**src/rtl/mips_pkg.sv**
```systemverilog
// Shared MIPS front-end definitions: instruction width, the opcodes used by the
// main decoder, and the fetch state encoding.
package mips_pkg;

    localparam int INSTR_W = 32;

    localparam logic [5:0] OP_RTYPE = 6'b000000;
    localparam logic [5:0] OP_LW    = 6'b100011;
    localparam logic [5:0] OP_SW    = 6'b101011;
    localparam logic [5:0] OP_BEQ   = 6'b000100;

    typedef enum logic [1:0] {
        ST_IDLE  = 2'd0,
        ST_FETCH = 2'd1,
        ST_HOLD  = 2'd2
    } fetch_state_e;

    function automatic logic [5:0] opcode_of(input logic [INSTR_W-1:0] word);
        return word[31:26];
    endfunction

endpackage

```
**src/rtl/instr_fetch_if.sv**
```systemverilog
// Fetch-unit bundle: instruction-memory req/ack port, branch redirect from
// execute, and the valid/ready instruction stream towards decode.
interface instr_fetch_if
    import mips_pkg::*;
#(
    parameter int ADDR_W = 32
) ();

    logic               imem_req;
    logic [ADDR_W-1:0]  imem_addr;
    logic               imem_ack;
    logic [INSTR_W-1:0] imem_rdata;

    logic               redirect;
    logic [ADDR_W-1:0]  redirect_pc;

    logic [INSTR_W-1:0] instr;
    logic [ADDR_W-1:0]  instr_pc;
    logic [5:0]         opcode;
    logic               instr_valid;
    logic               instr_ready;

    // master = the fetch unit; slave = memory/execute/decode environment
    modport master (
        output imem_req, imem_addr, instr, instr_pc, opcode, instr_valid,
        input  imem_ack, imem_rdata, redirect, redirect_pc, instr_ready
    );

    modport slave (
        input  imem_req, imem_addr, instr, instr_pc, opcode, instr_valid,
        output imem_ack, imem_rdata, redirect, redirect_pc, instr_ready
    );

endinterface

```
**src/rtl/fetch_pc.sv**
```systemverilog
// Program counter with +4 increment, redirect / saved-target loading and the
// flush flag that marks an in-flight fetch as stale.
module fetch_pc #(
    parameter int                ADDR_W   = 32,
    parameter logic [ADDR_W-1:0] RESET_PC = '0
) (
    input  logic              clk,
    input  logic              rst_n,
    input  logic              inc_i,
    input  logic              take_i,
    input  logic              save_i,
    input  logic              load_i,
    input  logic              redirect_i,
    input  logic [ADDR_W-1:0] redirect_pc_i,
    output logic [ADDR_W-1:0] pc_o,
    output logic              flush_o
);

    logic [ADDR_W-1:0] pc_q, pc_d;
    logic [ADDR_W-1:0] saved_q, saved_d;
    logic              flush_q, flush_d;
    logic [ADDR_W-1:0] target;
    logic [1:0]        unused_target_lsbs;

    // Branch targets are word addresses; the byte offset is discarded.
    assign target             = {redirect_pc_i[ADDR_W-1:2], 2'b00};
    assign unused_target_lsbs = redirect_pc_i[1:0];

    always_comb begin
        pc_d    = pc_q;
        saved_d = saved_q;
        flush_d = flush_q;
        if (inc_i) begin
            pc_d = pc_q + ADDR_W'(4);
        end else if (take_i) begin
            // Stale fetch completed: jump to the freshest known target.
            pc_d    = redirect_i ? target : saved_q;
            flush_d = 1'b0;
        end else if (save_i) begin
            saved_d = target;
            flush_d = 1'b1;
        end else if (load_i) begin
            pc_d = target;
        end
    end

    always_ff @(posedge clk or negedge rst_n) begin
        if (!rst_n) begin
            pc_q    <= RESET_PC;
            saved_q <= RESET_PC;
            flush_q <= 1'b0;
        end else begin
            pc_q    <= pc_d;
            saved_q <= saved_d;
            flush_q <= flush_d;
        end
    end

    assign pc_o    = pc_q;
    assign flush_o = flush_q;

endmodule

```
**src/rtl/instr_fetch.sv**
```systemverilog
// Instruction fetch unit: IDLE/FETCH/HOLD sequencer and instruction register,
// feeding decode over valid/ready and accepting redirects from execute.
module instr_fetch
    import mips_pkg::*;
#(
    parameter int                ADDR_W   = 32,
    parameter logic [ADDR_W-1:0] RESET_PC = '0
) (
    input  logic          clk,
    input  logic          rst_n,
    instr_fetch_if.master fif
);

    fetch_state_e       state_q, state_d;
    logic [INSTR_W-1:0] instr_q, instr_d;
    logic [ADDR_W-1:0]  instr_pc_q, instr_pc_d;

    logic              pc_inc, pc_take, pc_save, pc_load;
    logic [ADDR_W-1:0] pc;
    logic              flush;

    fetch_pc #(
        .ADDR_W   (ADDR_W),
        .RESET_PC (RESET_PC)
    ) u_fetch_pc (
        .clk           (clk),
        .rst_n         (rst_n),
        .inc_i         (pc_inc),
        .take_i        (pc_take),
        .save_i        (pc_save),
        .load_i        (pc_load),
        .redirect_i    (fif.redirect),
        .redirect_pc_i (fif.redirect_pc),
        .pc_o          (pc),
        .flush_o       (flush)
    );

    always_comb begin
        state_d    = state_q;
        instr_d    = instr_q;
        instr_pc_d = instr_pc_q;
        pc_inc     = 1'b0;
        pc_take    = 1'b0;
        pc_save    = 1'b0;
        pc_load    = 1'b0;
        case (state_q)
            ST_IDLE: begin
                state_d = ST_FETCH;
                pc_load = fif.redirect;
            end
            ST_FETCH: begin
                if (fif.imem_ack) begin
                    if (flush || fif.redirect) begin
                        pc_take = 1'b1;
                    end else begin
                        instr_d    = fif.imem_rdata;
                        instr_pc_d = pc;
                        pc_inc     = 1'b1;
                        state_d    = ST_HOLD;
                    end
                end else if (fif.redirect) begin
                    // Address must stay put until the memory answers.
                    pc_save = 1'b1;
                end
            end
            ST_HOLD: begin
                if (fif.redirect) begin
                    pc_load = 1'b1;
                    state_d = ST_FETCH;
                end else if (fif.instr_ready) begin
                    state_d = ST_FETCH;
                end
            end
            default: state_d = ST_IDLE;
        endcase
    end

    always_ff @(posedge clk or negedge rst_n) begin
        if (!rst_n) begin
            state_q    <= ST_IDLE;
            instr_q    <= '0;
            instr_pc_q <= RESET_PC;
        end else begin
            state_q    <= state_d;
            instr_q    <= instr_d;
            instr_pc_q <= instr_pc_d;
        end
    end

    // Outputs come straight from registers so reset clears them asynchronously.
    assign fif.imem_req    = (state_q == ST_FETCH);
    assign fif.imem_addr   = pc;
    assign fif.instr       = instr_q;
    assign fif.instr_pc    = instr_pc_q;
    assign fif.opcode      = opcode_of(instr_q);
    assign fif.instr_valid = (state_q == ST_HOLD);

endmodule
```
**src/flat_wrapper.sv**
```systemverilog
// flat-port wrapper written by rule: the top's interface ports become plain ports
module instr_fetch_flat import mips_pkg::*;
#(
    parameter int                ADDR_W   = 32,
    parameter logic [ADDR_W-1:0] RESET_PC = '0
)
  (clk, rst_n, fif_imem_req, fif_imem_addr, fif_instr, fif_instr_pc, fif_opcode, fif_instr_valid, fif_imem_ack, fif_imem_rdata, fif_redirect, fif_redirect_pc, fif_instr_ready);
  instr_fetch_if #(.ADDR_W(ADDR_W)) fif_i ();
  input  logic clk;
  input  logic rst_n;
  output wire logic [$bits(fif_i.imem_req)-1:0] fif_imem_req;
  output wire logic [$bits(fif_i.imem_addr)-1:0] fif_imem_addr;
  output wire logic [$bits(fif_i.instr)-1:0] fif_instr;
  output wire logic [$bits(fif_i.instr_pc)-1:0] fif_instr_pc;
  output wire logic [$bits(fif_i.opcode)-1:0] fif_opcode;
  output wire logic [$bits(fif_i.instr_valid)-1:0] fif_instr_valid;
  input wire logic [$bits(fif_i.imem_ack)-1:0] fif_imem_ack;
  input wire logic [$bits(fif_i.imem_rdata)-1:0] fif_imem_rdata;
  input wire logic [$bits(fif_i.redirect)-1:0] fif_redirect;
  input wire logic [$bits(fif_i.redirect_pc)-1:0] fif_redirect_pc;
  input wire logic [$bits(fif_i.instr_ready)-1:0] fif_instr_ready;
  assign fif_imem_req = fif_i.imem_req;
  assign fif_imem_addr = fif_i.imem_addr;
  assign fif_instr = fif_i.instr;
  assign fif_instr_pc = fif_i.instr_pc;
  assign fif_opcode = fif_i.opcode;
  assign fif_instr_valid = fif_i.instr_valid;
  assign fif_i.imem_ack = fif_imem_ack;
  assign fif_i.imem_rdata = fif_imem_rdata;
  assign fif_i.redirect = fif_redirect;
  assign fif_i.redirect_pc = fif_redirect_pc;
  assign fif_i.instr_ready = fif_instr_ready;
  instr_fetch #(.ADDR_W(ADDR_W), .RESET_PC(RESET_PC)) u_core (.clk(clk), .rst_n(rst_n), .fif(fif_i));
endmodule
```
**config.mk**
```make
export PLATFORM = sky130hd
export DESIGN_NAME = instr_fetch_flat
export DESIGN_NICKNAME = d
export VERILOG_FILES = /design/src/rtl/mips_pkg.sv /design/src/rtl/instr_fetch_if.sv /design/src/rtl/fetch_pc.sv /design/src/rtl/instr_fetch.sv /design/src/flat_wrapper.sv
export SDC_FILE = /design/constraint.sdc
export NUM_CORES = 1
export LEC_CHECK = 0
export ABC_CLOCK_PERIOD_IN_PS = 5700
export CORE_MARGIN = 4
export CORE_UTILIZATION = 36
export CTS_BUF_LIST = sky130_fd_sc_hd__clkbuf_8
export DETAILED_ROUTE_END_ITERATION = 10
export DONT_BUFFER_PORTS = 1
export SYNTH_ARGS = -nofsm -noshare
export SYNTH_HDL_FRONTEND = slang
export SYNTH_SLANG_ARGS = --single-unit
```
**constraint.sdc**
```tcl
create_clock -name clk -period 5.7 [get_ports clk]
set_input_delay 0.57 -clock clk [delete_from_list [all_inputs] [get_ports clk]]
set_output_delay 0.57 -clock clk [all_outputs]
set_load 0.02 [all_outputs]
```
**After elaboration in Yosys (flattened, before gate mapping)**

Index checks and enable logic that the tools add are counted.

- Register bits: 129
- Output and inout bits: 104

- Reductions and logical operators: 9
- Equal/unequal tests: 6
- Mux-type cells: 22
- Bitwise gates (word level): 3
- $add $sub $neg: 1

Operators with widths:

| operator | number |
|---|---|
| 32-bit two-way mux | 5 |
| 32-bit by 3-bit adder with 32-bit output, second input constant | 1 |
| 1-bit two-way mux | 11 |
| 3-bit AND reduction | 3 |
| 2-bit two-way mux | 4 |
| 3-bit by 1-bit != test with 1-bit output, second input constant | 2 |
| 2-bit case mux with 3 select lines | 1 |
| 2-bit AND reduction | 2 |
| 1-bit inverter | 3 |
| 3-bit nonzero test | 1 |
| 2-bit by 1-bit equality test with 1-bit output, second input constant | 1 |
| 2-bit equality test, second input constant | 1 |
| 2-bit logical NOT | 1 |
| 2-bit by 1-bit != test with 1-bit output, second input constant | 1 |
| 2-bit != test, second input constant | 1 |
| 1-bit case mux with 2 select lines | 1 |
| 2-bit nonzero test | 1 |
| 1-bit logical OR | 1 |

**Depth between registers and ports, before layout**

Gate-level depths: netlist of the first run.

- Word-level depth: 6
- Depth in mapped cells: 8

**Cells and area by module**

A second synthesis of the first run with hierarchy kept.

- Cell total of the unflattened synthesis: 506
- Area, all modules: 6074.6 um2

By module, submodules not included:

| module | sequential area each (um2) | cells an instance | area each (um2) | instances |
|---|---|---|---|---|
| fetch_pc | 1526.5 | 350 | 3367.0 | 1 |
| instr_fetch | 1651.6 | 156 | 2707.6 | 1 |

**Least setup slack after synthesis of the first run**

Ideal clock, no wire load.

- Path type: register -> register
- From: register u_core.u_fetch_pc.pc_q[2], in the netlist u_core.u_fetch_pc.pc_o[2]
- To: register u_core.u_fetch_pc.pc_q[24], in the netlist u_core.u_fetch_pc.pc_o[24]
- Library setup time: 0.069 ns
- Data arrival time: 2.000 ns
- Setup slack: 3.631 ns
- Cell stages (with the launch flop): 7
- Path buffers: 0
- Cell sequence: dfrtp_1 -> ha_1 -> nand3_1 -> nor4_4 -> nand2_1 -> or4_1 -> nand3_1

- Cells in the longest elaborated chain, start to end: 2

Ends and longest elaborated chain:

| element | line | text |
|---|---|---|
| from (decl) | fetch_pc.sv:19 | `logic [ADDR_W-1:0] pc_q, pc_d;` |
| from (signal assigned) | fetch_pc.sv:53 | `pc_q <= pc_d;` |
| 32-bit by 3-bit adder with 32-bit output | fetch_pc.sv:34 | `pc_d = pc_q + ADDR_W'(4);` |
| 32-bit two-way mux | fetch_pc.sv:33 | `if (inc_i) begin` |

Every way passes these cells.
A chain may end at the register's enable or synchronous reset.

**Worst setup path after layout of the first run**

- From: register u_core.state_q[1]
- To: register u_core.u_fetch_pc.pc_q[13], in the netlist u_core.u_fetch_pc.pc_o[13]

- Cells in the longest elaborated chain, start to end: 4
- Elaborated cells on any way between the ends: 12
- Those cells by class: eq/ne: 3; mux: 6; reduce/logical: 3

Ends and longest elaborated chain:

| element | line | text |
|---|---|---|
| from (decl) | instr_fetch.sv:14 | `fetch_state_e state_q, state_d;` |
| from (signal assigned) | instr_fetch.sv:84 | `state_q <= state_d;` |
| 2-bit equality test, or another cell as far along | instr_fetch.sv:46 | `case (state_q)` |
| 1-bit case mux with 2 select lines / 1-bit two-way mux (equally long branches) | instr_fetch.sv:46 |  |
| 3-bit nonzero test (no line), or another cell as far along | - |  |
| 2-bit AND reduction (no line) / 32-bit two-way mux (equally long branches) | - |  |

Parallel ways exist; a longest one is shown, timed or not.

==> results of run 1 <==
## per-stage QoR
stage	total power, W	util, %
2_1_floorplan	0.002704	-
3_3_place_gp	0.002927	37.51
3_5_place_dp	0.002988	37.51
4_1_cts	0.003734	39.93
5_1_grt	0.003935	39.93
6_report	0.003684	39.93
## layout by cell type (no fill, tap or decap), types with 8 or more instances in the layout
master	n
nand2_1	208
dfrtp_1	125
o21ai_0	43
a21oi_1	36
mux2_2	28
nor2_1	25
clkbuf_8	23
nand3_1	17
and3_1	11
inv_1	10
nand4_1	8
## logic make-up (layout without fill, tap and decap cells)
kind of cell               Yosys count  count (layout)  synth area share [%]
muxes                               32              32                 6.041
AOI/OAI and AO/OA                  118             118                 12.17
other                                1               4               0.06376
DFF                                125             125                 53.18
adders and majority gates            1               1                0.2127
buffers and inverters               57              40                 4.574
and+or+nand+nor                    308             308                 23.76
## flip-flops by register name (all words and copies together) (netlist names)
name / count
u_core.fif.instr: 32
u_core.fif.instr_pc: 30
u_core.state_q: 2
u_core.u_fetch_pc.flush_o: 1
u_core.u_fetch_pc.pc_o: 30
u_core.u_fetch_pc.saved_q: 30
## worst reg2reg max path: cells and delay by family (launching register included)
kind	cells	cell delay, ns
AND/OR/NAND/NOR	3	2.05
flip-flops	1	0.42
AO/OA/AOI/OAI	2	0.32
## timing repair
item                                    CTS  global route
resized for setup                         0             0
endpoints found under the setup margin    0             0
endpoints found under the hold margin   125             0
hold buffers                              1             0
## path summary, 6_finish.rpt
kind / startpoint / end / depth (start not counted)
max: u_core.state_q[1] / u_core.u_fetch_pc.pc_o[13] / 5
min: rst_n / u_core.fif.instr_pc[22] / 1
max reg2reg: u_core.state_q[1] / u_core.u_fetch_pc.pc_o[13] / 5
min reg2reg: u_core.u_fetch_pc.saved_q[13] / u_core.u_fetch_pc.saved_q[13] / 1
max in group asynchronous: rst_n / u_core.u_fetch_pc.flush_o / 1
min in group clk: fif_imem_ack / u_core.u_fetch_pc.flush_o / 1
## power by group through the flow
stage          logic, W  clock network (W)  registers (W)
6_report       0.000826           0.000712        0.00215
5_1_grt        0.000945           0.000778        0.00221
4_1_cts        0.000834           0.000740        0.00216
3_5_place_dp   0.000810                  0        0.00218
3_3_place_gp   0.000775                  0        0.00215
2_1_floorplan  0.000736                  0        0.00197
## final cells by class
type,instances,area share (%)
timing repair buffer,6,1.022
tap,216,4.245
clock buffer,23,4.972
sequential,125,49.14
clock inverter,4,0.6486
multi-input combinational,463,39.56
inverter,7,0.4127
## metal layers
metal  part of all wire, %  wire (microns)
met5                     0               0
met4                   2.3             359
met3                    11            1625
met2                    46            7059
met1                    42            6420
==> impl_metrics.py, run 1 <==
metrics = {
    "place": {
        "dp_cells": 816,
        "gp_congestion": 0.7559,
        "place_hpwl_microns": 10410,
        "portBuffers": 0,
        "place_ws_ns": 2.676,
        "placedInstanceArea_sq_mm": 0.005981,
    },
    "power": {
        "p_sw_w": 0.001661,
        "sw_frac_of_total_pct": 45.09,
        "clockPowerShare_pct": 19.3,
        "p_comb_share_pct": 22.4,
        "seqPwrFrac_pct": 58.2,
        "p_per_area_mw_per_mm2": 578.7,
        "p_leak_nw": 2.929,
        "ir_drop_v": 0.0002030,
        "p_int_w": 0.002023,
    },
    "floorplan": {
        "die_height_microns": 135.8,
        "die_width_microns": 135.8,
        "rows": 46,
        "io_pins": 173,
        "start_util_pct": 36.89,
        "dieArea_sq_mm": 0.01845,
        "core_sq_mm": 0.01594,
    },
    "worst_setup_path": {
        "slowest_stage": "and4bb_2",
        "r2r_slack_ns": 2.83,
        "worst_setup_path_start_kind": "flip-flop",
        "arrival_ns": 3.22,
        "crit_fanout": 94,
        "crit_path_end_kind": "flip-flop",
        "critPathTopFamily": "simple AND/OR/NAND/NOR gates",
        "cp_num_buf_inv": 0,
        "crit_path_cell_trace": "and4bb_2 -> nand2b_4 -> nor3_1 -> a221oi_1 -> o21ai_0",
        "required_ns": 6.04,
        "critPathKind": "reg2reg",
        "max_stage_delay_ns": 0.81,
    },
    "final_layout": {
        "drive_above_1_share_pct": 11.62,
        "final_nets": 690,
        "register_area_sq_mm": 0.003128,
        "fillers": 1591,
        "design_area_sq_mm": 0.006366,
        "instances_no_fill": 844,
        "diodes": 0,
        "multiInputGateArea_sq_mm": 0.002519,
        "area_delta_synth_final_pct": 8.232,
    },
    "global_routing": {
        "grt-busiest-layer": "met2",
        "grt_pass1_vias": 4446,
        "grt_max_degree": 126,
        "grt_usage_pct": 16.82,
        "grt_first_pass_wirelength_microns": 24210,
        "grt_antenna_before_repair": 0,
        "use_met3_pct": 7.735,
        "grt_overflow_total": 0,
        "gr-usage-met2_pct": 25.66,
        "grt_use_met1_pct": 21.05,
    },
    "cts": {
        "cts_sinks": 125,
        "cts_buffer_depth": 2,
        "cts_tree": "done",
        "root_buffer": "clkbuf_8",
        "htreeDepth": 4,
        "post_cts_buffers": 0,
        "insertion_delay_ns": 0.43,
        "clk_pin_slew_ns": 0.07,
        "cts_buffers": 17,
    },
    "sta": {
        "slew_headroom_pct": 34.76,
        "worst_slew_pin_slew_ns": 0.9787,
        "finalCritPeriodShare_pct": 50.44,
        "timing.final.ws_setup_ns": 2.825,
        "setup_tns_ns": 0,
        "slew_violations": 0,
        "hold_viol_final": 0,
        "max_freq_mhz": 347.8,
        "min_period_ns": 2.875,
        "timing.hold.ws_ns": 0.1111,
        "rsz0062_at_grt": "no",
        "fin_skew_ns": 0.01305,
        "setup_viol": 0,
    },
    "detailed_routing": {
        "routedWlPerCell_microns": 18.32,
        "drtIter0Drc": 237,
        "viasPerCell": 5.357,
        "drc": 0,
        "antenna_left": 0,
        "finalWirelength_microns": 15470,
        "vias": 4521,
        "firstDrtPassIters": 4,
    },
    "yosys": {
        "yosysWarnings": 0,
        "synth_area_per_cell_sq_um": 9.162,
        "synthCells": 642,
        "ys_types": 53,
        "synth_ff_type": "dfrtp_1",
        "synth_area_leader_cell": "dfrtp_1",
        "ys_top_cells_by_area": "dfrtp_1 (53%), nand2_1 (13%), mux2_2 (5.4%)",
        "synth_async_sr_flop_share_pct": 100.0,
        "synth_seq_area_share_pct": 53.18,
        "synth_enable_flop_cells": 0,
        "post-synth-top-count-cell": "nand2_1",
        "yosys-top-cells-count": "nand2_1 (208), dfrtp_1 (125), o21ai_0 (43), a21oi_1 (36), mux2_2 (28)",
        "ys_ff_latch": 125,
        "synthesis.area_sq_mm": 0.005882,
        "synth_top_area_share_pct": 53.18,
    },
    "job": {
        "maxCapViolCount": 0,
    },
    "worst_hold_path": {
        "hp-class": "in2async",
    },
    "status": {
        "outcome": "complete, no violations",
    },
}
Power figures use the tool's default switching activity.
==> run 2, diff against run 1 <==
ABC_CLOCK_PERIOD_IN_PS = 2700   (was 5700)
clock period = 2.7 ns   (was 5.7 ns; I/O delays follow)
==> run 2 against run 1 <==
The flow now finishes with violations (negative hold slack). Sequential share of layout area down 5.6 points. Register-to-register slack got worse by 2.4 ns. Non-clock buffer count up 80. Flip-flop and latch count unchanged. Clock skew hardly changed. Utilization increased by 5.1 points.
==> impl_metrics.py, run 2 (synthesized netlist as in run 1, its figures left out) <==
metrics = {
    "status": {
        "outcome": "complete, but fails checks",
        "violations": "negative hold slack",
    },
    "worst_setup_path": {
        "arrival_ns": 2.62,
        "crit-reg2reg-launch": "u_core.u_fetch_pc.pc_o[4]",
        "required_ns": 3.08,
        "worst_setup_path_start_kind": "flip-flop",
        "crit_path_end_kind": "flip-flop",
        "r2r_end": "u_core.u_fetch_pc.pc_o[24]",
        "r2r_cells": 5,
        "crit_fanout": 7,
        "startpoint": "u_core.u_fetch_pc.pc_o[4]",
        "endpoint": "u_core.u_fetch_pc.pc_o[24]",
        "r2r_slack_ns": 0.46,
        "critPathKind": "reg2reg",
    },
    "cts": {
        "cts.repair.resized": 0,
        "clk_pin_slew_ns": 0.07,
        "cts_tree": "done",
        "insertion_delay_ns": 0.45,
        "post_cts_buffers": 0,
        "htreeDepth": 4,
        "cts_buffers": 17,
        "cts_sinks": 125,
        "root_buffer": "clkbuf_8",
        "cts_buffer_depth": 2,
        "ctsHoldBuffers": 65,
    },
    "worst_hold_path": {
        "hp-class": "in2async",
    },
    "sta": {
        "timing.final.ws_setup_ns": 0.4552,
        "worst_slew_pin_slew_ns": 0.6631,
        "setup_tns_ns": 0,
        "finalCritPeriodShare_pct": 83.14,
        "max_freq_mhz": 445.5,
        "timing.hold.ws_ns": -0.4691,
        "hold_viol_final": 125,
        "slew_violations": 0,
        "setup_viol": 0,
        "fin_skew_ns": 0.01333,
        "slew_headroom_pct": 55.79,
        "rsz0062_at_grt": "no",
        "min_period_ns": 2.245,
    },
    "place": {
        "portBuffers": 0,
        "place_ws_ns": 0.4617,
        "gp_congestion": 0.7676,
        "place_hpwl_microns": 10820,
    },
    "power": {
        "p_leak_nw": 3.304,
        "ir_drop_v": 0.0003814,
        "p_per_area_mw_per_mm2": 1141,
    },
    "final_layout": {
        "drive_above_1_share_pct": 12.78,
        "mostFrequentLayoutCells": "nand2_1 (208), dfrtp_1 (125), dlygate4sd3_1 (65)",
        "area_delta_synth_final_pct": 22.10,
        "largest_reg_flops": 32,
        "final_common_cell": "nand2_1",
        "final_nets": 770,
        "fillers": 1489,
        "register_area_sq_mm": 0.003128,
        "multiInputGateArea_sq_mm": 0.002519,
    },
    "floorplan": {
        "die_width_microns": 135.8,
        "core_sq_mm": 0.01594,
        "rows": 46,
        "dieArea_sq_mm": 0.01845,
        "start_util_pct": 36.89,
        "die_height_microns": 135.8,
        "io_pins": 173,
    },
    "global_routing": {
        "grt_pass1_vias": 4772,
        "grt_antenna_before_repair": 2,
        "grt_max_degree": 126,
        "grt_overflow_total": 0,
        "grt_first_pass_wirelength_microns": 26010,
        "grt_usage_pct": 18.11,
    },
    "detailed_routing": {
        "routedWlPerCell_microns": 17.98,
        "firstDrtPassIters": 6,
        "viasPerCell": 5.219,
        "drtIter0Drc": 283,
        "finalWirelength_microns": 16720,
        "drc": 0,
        "antenna_left": 0,
        "vias": 4854,
    },
    "job": {
        "maxCapViolCount": 0,
    },
}
-- run 2: cell types whose count changed in the layout (fill, tap and decap cells not counted) --
cell	previous run	this run
buf_16	1	0
buf_4	5	21
bufinv_16	1	4
clkbuf_8	23	20
clkinv_2	0	3
diode_2	0	2
dlygate4sd3_1	0	65
inv_1	10	11
-- run 2: final cells by class --
cell class | instances | area share (%)
flip-flops and latches | 125 | 43.55
diodes | 2 | 0.06969
well taps | 216 | 3.763
multi-input cells | 463 | 35.07
inverters | 7 | 0.3659
clock inverters | 11 | 2.091
clock buffers | 20 | 3.833
repair buffers | 86 | 11.25
-- run 2: through the flow --
stage	cells	cell area, sq um	total power, W	utilization (%)
after floorplan	645	5893	0.005707	-
after global placement	832	6101	0.006266	38.27
after detailed placement	832	6101	0.006386	38.27
after CTS	928	7177	0.008254	45.02
after global routing	930	7182	0.008710	45.05
final	930	7182	0.008196	45.05
-- run 2: worst max-delay path, cell delays in order, from the launching register on --
cell and delay (ns):
dfrtp_1 0.54, nand3_1 0.39, nor4_4 0.55, nand2_1 0.19, or4_1 0.44, nand3_1 0.08
-- run 2: per-layer routing --
layer,track usage [%],part of all wire (%),vias up
li1,-,-,2310
met1,24.10,45,2349
met2,27.57,45,177
met3,6.773,8.5,18
met4,5.655,1.5,0
met5,0,0,-
-- run 2: power by group --
part | leakage (nW) | switching [W] | internal, W
clock network | 0.233 | 0.000710 | 0.00106
logic | 1.56 | 0.00114 | 0.000859
registers | 1.51 | 0.00172 | 0.00271
-- run 2: worst min-delay path by stage --
stage / end / slack (ns) / cells past startpoint
2_1_floorplan: u_core.fif.instr[0] / -0.03 / 0
3_3_place_gp: u_core.fif.instr_pc[26] / -0.02 / 0
3_5_place_dp: u_core.fif.instr[15] / -0.02 / 0
4_1_cts: u_core.u_fetch_pc.saved_q[28] / -0.52 / 0
5_1_grt: u_core.u_fetch_pc.saved_q[9] / -0.53 / 0
6_report: u_core.fif.instr_pc[28] / -0.47 / 0
